<file path="src/rtl/maroc_sc_pkg.sv">
// Shared MAROC slow-control definitions: frame length, transmitter state
// encodings and the readback checker FSM states.
package maroc_sc_pkg;

  localparam int MAROC_FRAME_LEN = 829;

  typedef enum logic [1:0] {
    TX_IDLE            = 2'd0,
    TX_PREPARE_TO_SEND = 2'd1,
    TX_SENDING         = 2'd2,
    TX_FINAL           = 2'd3
  } tx_state_e;

  typedef enum logic [2:0] {
    RB_IDLE,
    RB_WAIT,
    RB_SKIPPING,
    RB_CAPTURE,
    RB_DONE
  } rb_state_e;

endpackage

</file>
<file path="src/rtl/maroc_sc_readback.sv">
// Captures the MAROC Q_SC readback during SENDING and compares it bit by bit
// against the frame snapshotted at arm time; publishes registered results.
module maroc_sc_readback
  import maroc_sc_pkg::*;
#(
  parameter int FRAME_LEN = MAROC_FRAME_LEN,
  parameter int SKIP      = 1,
  parameter int CNT_W     = 10
) (
  input  logic                 clk_in,
  input  logic                 reset_in,
  input  logic                 arm_in,
  input  logic [1:0]           state_in,
  input  logic                 Q_SC_in,
  input  logic [FRAME_LEN-1:0] expected_in,
  output logic                 busy_out,
  output logic                 done_out,
  output logic                 match_out,
  output logic                 aborted_out,
  output logic [CNT_W-1:0]     err_count_out,
  output logic [CNT_W-1:0]     first_err_idx_out,
  output logic [FRAME_LEN-1:0] captured_out
);

  rb_state_e            state_q, state_d;
  logic [FRAME_LEN-1:0] snap_q, snap_d;
  logic [FRAME_LEN-1:0] cap_q, cap_d;
  logic [CNT_W-1:0]     err_q, err_d;
  logic [CNT_W-1:0]     first_q, first_d;
  logic [CNT_W-1:0]     bit_q, bit_d;
  logic [CNT_W-1:0]     skip_q, skip_d;
  logic                 busy_q, busy_d;
  logic                 done_q, done_d;
  logic                 match_q, match_d;
  logic                 abort_q, abort_d;
  logic [CNT_W-1:0]     err_out_q, err_out_d;
  logic [CNT_W-1:0]     first_out_q, first_out_d;
  logic [FRAME_LEN-1:0] cap_out_q, cap_out_d;

  logic sending, capture_en, finish, aborting;

  always_comb begin
    state_d     = state_q;
    snap_d      = snap_q;
    cap_d       = cap_q;
    err_d       = err_q;
    first_d     = first_q;
    bit_d       = bit_q;
    skip_d      = skip_q;
    busy_d      = busy_q;
    done_d      = 1'b0;
    match_d     = match_q;
    abort_d     = abort_q;
    err_out_d   = err_out_q;
    first_out_d = first_out_q;
    cap_out_d   = cap_out_q;
    sending     = (state_in == TX_SENDING);
    capture_en  = 1'b0;
    finish      = 1'b0;
    aborting    = 1'b0;

    unique case (state_q)
      RB_IDLE: begin
        if (arm_in) begin
          snap_d  = expected_in;
          cap_d   = '0;
          err_d   = '0;
          first_d = '1;
          bit_d   = '0;
          busy_d  = 1'b1;
          state_d = RB_WAIT;
        end
      end
      // The first SENDING cycle counts as skip cycle 0, so SKIP==0 captures here.
      RB_WAIT: begin
        if (sending) begin
          if (SKIP == 0) begin
            capture_en = 1'b1;
          end else if (SKIP == 1) begin
            state_d = RB_CAPTURE;
          end else begin
            skip_d  = CNT_W'(1);
            state_d = RB_SKIPPING;
          end
        end
      end
      RB_SKIPPING: begin
        if (!sending) begin
          aborting = 1'b1;
        end else if (skip_q == CNT_W'(SKIP - 1)) begin
          state_d = RB_CAPTURE;
        end else begin
          skip_d = skip_q + CNT_W'(1);
        end
      end
      RB_CAPTURE: begin
        if (!sending) aborting = 1'b1;
        else          capture_en = 1'b1;
      end
      RB_DONE: state_d = RB_IDLE;
      default: state_d = RB_IDLE;
    endcase

    if (capture_en) begin
      cap_d  = {Q_SC_in, cap_q[FRAME_LEN-1:1]};
      snap_d = snap_q >> 1;
      if (Q_SC_in != snap_q[0]) begin
        err_d = err_q + CNT_W'(1);
        if (err_q == '0) first_d = bit_q;
      end
      bit_d = bit_q + CNT_W'(1);
      if (bit_q == CNT_W'(FRAME_LEN - 1)) finish = 1'b1;
      else                                state_d = RB_CAPTURE;
    end

    // Results are published on the transition into DONE so they are valid with done.
    if (finish || aborting) begin
      state_d     = RB_DONE;
      busy_d      = 1'b0;
      done_d      = 1'b1;
      abort_d     = aborting;
      match_d     = !aborting && (err_d == '0);
      err_out_d   = err_d;
      first_out_d = first_d;
      cap_out_d   = cap_d;
    end
  end

  always_ff @(posedge clk_in) begin
    if (reset_in) begin
      state_q     <= RB_IDLE;
      snap_q      <= '0;
      cap_q       <= '0;
      err_q       <= '0;
      first_q     <= '1;
      bit_q       <= '0;
      skip_q      <= '0;
      busy_q      <= 1'b0;
      done_q      <= 1'b0;
      match_q     <= 1'b0;
      abort_q     <= 1'b0;
      err_out_q   <= '0;
      first_out_q <= '1;
      cap_out_q   <= '0;
    end else begin
      state_q     <= state_d;
      snap_q      <= snap_d;
      cap_q       <= cap_d;
      err_q       <= err_d;
      first_q     <= first_d;
      bit_q       <= bit_d;
      skip_q      <= skip_d;
      busy_q      <= busy_d;
      done_q      <= done_d;
      match_q     <= match_d;
      abort_q     <= abort_d;
      err_out_q   <= err_out_d;
      first_out_q <= first_out_d;
      cap_out_q   <= cap_out_d;
    end
  end

  assign busy_out          = busy_q;
  assign done_out          = done_q;
  assign match_out         = match_q;
  assign aborted_out       = abort_q;
  assign err_count_out     = err_out_q;
  assign first_err_idx_out = first_out_q;
  assign captured_out      = cap_out_q;

endmodule

</file>
<file path="config.mk">
export PLATFORM = sky130hd
export DESIGN_NAME = maroc_sc_readback
export DESIGN_NICKNAME = d
export VERILOG_FILES = /design/src/rtl/maroc_sc_pkg.sv /design/src/rtl/maroc_sc_readback.sv
export SDC_FILE = /design/constraint.sdc
export NUM_CORES = 2
export LEC_CHECK = 0
export BUFFER_PORTS_ARGS = -buffer_cell sky130_fd_sc_hd__buf_2
export CORE_AREA = 2 2 659 661
export CTS_BUF_LIST = sky130_fd_sc_hd__clkbuf_4 sky130_fd_sc_hd__clkbuf_8
export CTS_CLUSTER_SIZE = 28
export DETAILED_ROUTE_END_ITERATION = 10
export DIE_AREA = 0 0 661 663
export GPL_ROUTABILITY_DRIVEN = 0
export GPL_TIMING_DRIVEN = 0
export PLACE_DENSITY_LB_ADDON = 0.1
export SLEW_MARGIN = 25
export SYNTH_ARGS = -nofsm -noshare
export SYNTH_HDL_FRONTEND = slang
export SYNTH_SLANG_ARGS = --single-unit
</file>
<file path="constraint.sdc">
create_clock -name clk_in -period 3.1 [get_ports clk_in]
set_input_delay 0.62 -clock clk_in [delete_from_list [all_inputs] [get_ports clk_in]]
set_output_delay 0.62 -clock clk_in [all_outputs]
set_load 0.05 [all_outputs]
</file>
# Yosys cells after proc, flatten, opt, wreduce, memory -nomap -nowiden
# Index checks and enable logic that the tools add are counted.
# totals
ff_bits	2554
input_bits	835
# op_classes
add_sub_neg	3
muxes	33
n_bitwise	1
eq_ne	6
n_reduce_logical	15
# ops
op	n
$mux W829	3
$mux W828	3
$mux W10	12
$add A10 B1 Y10 const B	3
$logic_not A10 Y1	3
$mux W3	7
$pmux W3 S4	1
$eq A10 B10 Y1 const B	1
$mux W1	7
$eq A3 B2 Y1 const B	2
$reduce_or A2 Y1	3
$reduce_and A2 Y1	2
$reduce_bool A2 Y1	2
$eq A3 B1 Y1 const B	1
$logic_not A3 Y1	1
$reduce_and A3 Y1	1
$eq A2 B2 Y1 const B	1
$logic_and A1 B1 Y1	1
$logic_not A1 Y1	1
$logic_or A1 B1 Y1	1
$ne A1 B1 Y1	1
$not A1 Y1	1

# Depth between registers and ports, before layout
# logic_depth
depth_word	7
mapped_depth	11
mapped_depth_nobuf	7

# Worst setup path after synthesis
# Ideal clock, no wire load.
# synth_path
path_type	input -> register
from	in state_in[0]
to	reg match_q (netlist: match_out)
setup_slack_ns	0.575
path_buffers	4
setup_time_ns	0.120
arrival_time_ns	2.405
path_stages	10
path_cell_list	and4bb_4 -> nand2_2 -> or4_4 -> and2_1 -> clkbuf_1 -> buf_6 -> buf_6 -> buf_6 -> nand2_1 -> o31ai_1
# synth_via
elab_chain_cells	6
# synth_lines
element	line	rtl
start, declared	maroc_sc_readback.sv:13	input logic [1:0] state_in,
$eq A2 B2 Y1 (*)	maroc_sc_readback.sv:57	sending = (state_in == TX_SENDING);
$mux W1	maroc_sc_readback.sv:97	if (!sending) aborting = 1'b1;
$mux W1	maroc_sc_readback.sv:62	unique case (state_q)
$mux W10	maroc_sc_readback.sv:104	if (capture_en) begin
$logic_not A10 Y1	maroc_sc_readback.sv:122	match_d = !aborting && (err_d == '0);
$logic_and A1 B1 Y1	maroc_sc_readback.sv:122	
end signal, assigned	maroc_sc_readback.sv:155	match_q <= match_d;
end, declared	maroc_sc_readback.sv:34	logic match_q, match_d;
# Mark *: on every way between the ends. The rest lies on a longest branch, timed or not.
# A chain may end at the register's enable or synchronous reset.

# Final worst setup path
# layout_path
from	in state_in[1]
to	reg cap_out_q[782] (netlist: captured_out[782])
# layout_via
elab_chain_cells	5
# layout_lines
element	line	rtl
$eq A2 B2 Y1 (*)	maroc_sc_readback.sv:57	
$mux W1	maroc_sc_readback.sv:97	
$mux W1	maroc_sc_readback.sv:62	
$mux W1	maroc_sc_readback.sv:104	
$logic_or A1 B1 Y1	maroc_sc_readback.sv:117	if (finish || aborting) begin
end signal, assigned	maroc_sc_readback.sv:159	cap_out_q <= cap_out_d;
end, declared	maroc_sc_readback.sv:38	logic [FRAME_LEN-1:0] cap_out_q, cap_out_d;
# Marked as above.

==> summary.md <==
| Metric | Value |
|---|---|
| Post-route ant nets | 0 |
| Crit-path max cell delay | about 700 ps |
| Ys async rst share | 0% |
| Final WS setup | a little over 100 ps |
| Leak | 48.3 nW |
| Worst Max-Slew Pin Slew | 1010 ps |
| Finished Cell Area | about 120000 sq um |
| CP max-delay cell | dlygate4sd3_1 |
| Std cell rows | 242 |
| Critical Path RT | 4130 ps |
| Critical path launch point | state_in[1] |
| Remaining routing DRC violations | 8 |
| Reg2Reg Launch Point | state_q[0] |
| Share of post-route cells with drive strength above 1 | approximately 22% |
| Initial core utilization | between 20% and 30% |
| # Max-Cap Violations | 0 |
| Gr ovfl total | 0 |
| Synth cell types | 46 |
| Finished Layout Cells | between 15000 and 20000 |
| Worst Hold Endpoint | snap_q[632] |
| Skew final | 121 ps |
| Crit path buffers/inverters | 6 |
| Post-Syn Instances | 9554 |
| H-tree depth | 5 |
| Nature of the critical path startpoint | input pin |
| FF+latch count, synth | 2554 |
| Peak supply drop | 349 uV |
| Vias in the first global route | 84900 |
| Max-slew headroom | 32.4% |
| Clock Tree Buf Depth | 4 |
| Reg2reg path depth | 9 |
| Pre-CTS WS | -1340 ps |
| Initial DRC Count | 7202 |
| Die area | 438000 sq um |
| Syn_area_per_cell | 9.15 sq um |
| 1st-pass router iterations | 11 |
| Clock Sinks | 2554 |
| Largest delay contributor family on the critical path | buffers and inverters |
| HP Start | expected_in[632] |
| Sequential-to-total area share from yosys stat | 58.5% |
| Failing checks | design-rule violations |
| Die Height | roughly 660 um |
| Post-synth EDFFs | 0 |
| Slew Viols, Final | 0 |
| FMAX | 0.334 GHz |
| Initial antenna violation count | ~250 |
| Hold Violations, Final | 0 |
| Unrepaired setup endpoints after global routing | yes |
| Util after Layout | between 20% and 30% |
| Routed len/inst | 23.5 um |
| R2R Setup Slk | ~110 ps |
| Cell Chain, Critical Path | dlygate4sd3_1 -> buf_2 -> nor2b_1 -> dlygate4sd3_1 -> or3b_2 -> nor2b_1 -> and2_4 -> buf_8 -> buf_6 -> buf_6 -> nand2_1 -> o21ai_1 |
| Crit Path Category | in -> reg |
| R2r endpoint | snap_q[344] |
| Hold path cells | 4 |
| Crit. End Element | flip-flop |
| Final Cycle Share | between 90% and 100% |
| DPL Wire Length | 348 mm |
| Ys Warns | 0 |
| Status | finished, violations left |
| Fill cells | 46600 |
| Via density | 4.58 |
| P per Cell Area | 621 nW/um^2 |
| Post-Route WL | 441 mm |
| Port Buf Inserts | 1686 |
| GRT Util Overall | 19.2% |
| Largest net degree at the start of global routing | 22 |
| Fin crit period | 3000 ps |
| First-pass GRT wire length | between 600 and 700 mm |
| Num ports | 1688 |
| Core area | 432000 sq um |
| Worst min path class | in -> reg |
| Hold WS | 227 ps |
| Inst Count DP | 17000 |
| Via count | 85900 |
| Crit path arrival time | 4030 ps |
| Worst-path clk slew | 60 ps |
| Placed Area | 103000 sq um |
| Syn_nets | slightly above 10000 |
| Final setup vio count | 0 |
| CTS tree | done |
| Top_reg_cell synth | dfxtp_1 |
| Layout area overhead | 39.9% |
| DIE WIDTH | ~660 um |
| CTS Root Buffer Type | clkbuf_8 |
| Highest fanout seen on the critical path | 10 |
| Nets | 13400 |
| Clk_lat worst skew | 1190 ps |
| Synth Cell Area | 87400 sq um |
| Inserted Clock Buffers | between 400 and 500 |
-- final cells by class --
class / count / area (sq um) / area share, %
clock buffers: 741 / 9160 / 7.49
clock inverters: 79 / 915 / 0.748
flip-flops and latches: 2554 / 51100 / 41.8
repair buffers: 2532 / 17100 / 14.0
inverters: 9 / 33.8 / 0.0276
multi-input cells: 6095 / 32200 / 26.3
diodes: 119 / 298 / 0.243
well taps: 5734 / 7170 / 5.87
plain buffers: 893 / 4320 / 3.53
-- flip-flops by register name (all words and copies together) (netlist names) --
register / count
bit_q: 10
busy_out: 1
cap_q: 829
first_err_idx_out: 10
aborted_out: 1
snap_q: 829
done_out: 1
state_q: 3
first_q: 10
match_out: 1
err_count_out: 10
skip_q: 10
captured_out: 829
err_q: 10
-- worst register-to-register path, cell delays in order, from the launching register on --
cell	delay (ps)
dfxtp_1	310
buf_2	190
or3b_2	510
a21o_1	180
clkbuf_8	250
buf_6	290
clkbuf_4	320
buf_2	300
a222oi_1	410
nor2_1	80
-- worst max path at each step --
stage | to | cells past startpoint
after global routing | captured_out[753] | 9
after CTS | captured_out[795] | 9
after floorplan | match_out | 10
after detailed placement | snap_q[262] | 10
after global placement | snap_q[262] | 10
final | captured_out[782] | 12
-- cell families (layout without fill, tap and decap cells) --
group                    after synthesis  after routing  share of synthesized area (%)
AND/OR/NAND/NOR                     3517           3517                           15.3
other                                  0            119                              0
buffers and inverters                905           4254                           4.75
XOR/XNOR                               8              8                         0.0801
adder cells (fa/ha/maj)                6              6                         0.0859
multiplexers                           7              7                         0.0859
flip-flops                          2554           2554                           58.5
AO/OA/AOI/OAI                       2557           2557                           21.2
-- metrics by stage --
step | total power [mW] | setup TNS (ps)
after global routing | 79.2 | -187
after CTS | 77.2 | 0
after global placement | 40.5 | -4779280
after floorplan | 38.1 | 0
final | 75.9 | 0
after detailed placement | 40.7 | -1802530
-- power by group --
group	internal (mW)	switching, mW	leakage (nW)
Combinational	2.52	4.09	22.2
Sequential	33.9	0.584	20.7
Clock	19.5	15.3	5.38
-- cells in the mapped netlist (4+ instances only) --
master | n | area share (%)
o21ai_0 | 240 | 1.4
nor3_1 | 12 | 0.069
nand3b_1 | 4 | 0.034
nand2_1 | 1723 | 7.4
buf_4 | 11 | 0.094
xor2_1 | 5 | 0.050
or3_1 | 6 | 0.043
mux2_2 | 4 | 0.052
buf_6 | 73 | 0.94
buf_1 | 14 | 0.060
nand4_1 | 7 | 0.050
dfxtp_1 | 2554 | 58
ha_1 | 6 | 0.086
and3_1 | 6 | 0.043
nand3_1 | 8 | 0.046
a22oi_1 | 830 | 7.1
nand2b_1 | 11 | 0.079
clkbuf_1 | 666 | 2.9
nor2_1 | 1719 | 7.4
a21oi_1 | 35 | 0.20
a222oi_1 | 396 | 4.5
nor4_1 | 6 | 0.043
a311oi_1 | 434 | 4.3
o21ai_1 | 609 | 3.5
buf_2 | 132 | 0.76
inv_1 | 9 | 0.039
-- repair_timing --
action | CTS | global route
endpoints found under the hold margin | 834 | 0
setup buffers | 0 | 0
gates resized for setup | 65 | 87
gates cloned | 0 | 0
hold buffers | 833 | 0
pin swaps | 0 | 1
setup endpoints to repair | 2182 | 384
-- cells in the final DEF (no fill, tap or decap), types with 78 or more instances in the layout --
cell type / count
dfxtp_1: 2554
buf_2: 1823
nand2_1: 1720
nor2_1: 1719
dlygate4sd3_1: 833
a22oi_1: 827
o21ai_1: 609
clkbuf_8: 577
clkbuf_1: 558
a311oi_1: 434
a222oi_1: 396
o21ai_0: 240
clkbuf_4: 180
diode_2: 119
clkbuf_2: 78
-- layer usage --
| layer | global-route usage, % | share of wire [%] | vias to the layer above |
|---|---|---|---|
| li1 | - | - | 40300 |
| met1 | 22.0 | 40 | 41500 |
| met2 | 34.0 | 49 | 2953 |
| met3 | 5.43 | 7.4 | 961 |
| met4 | 6.25 | 3.7 | 86 |
| met5 | 0 | 0.13 | - |
Power figures use the tool's default switching activity.
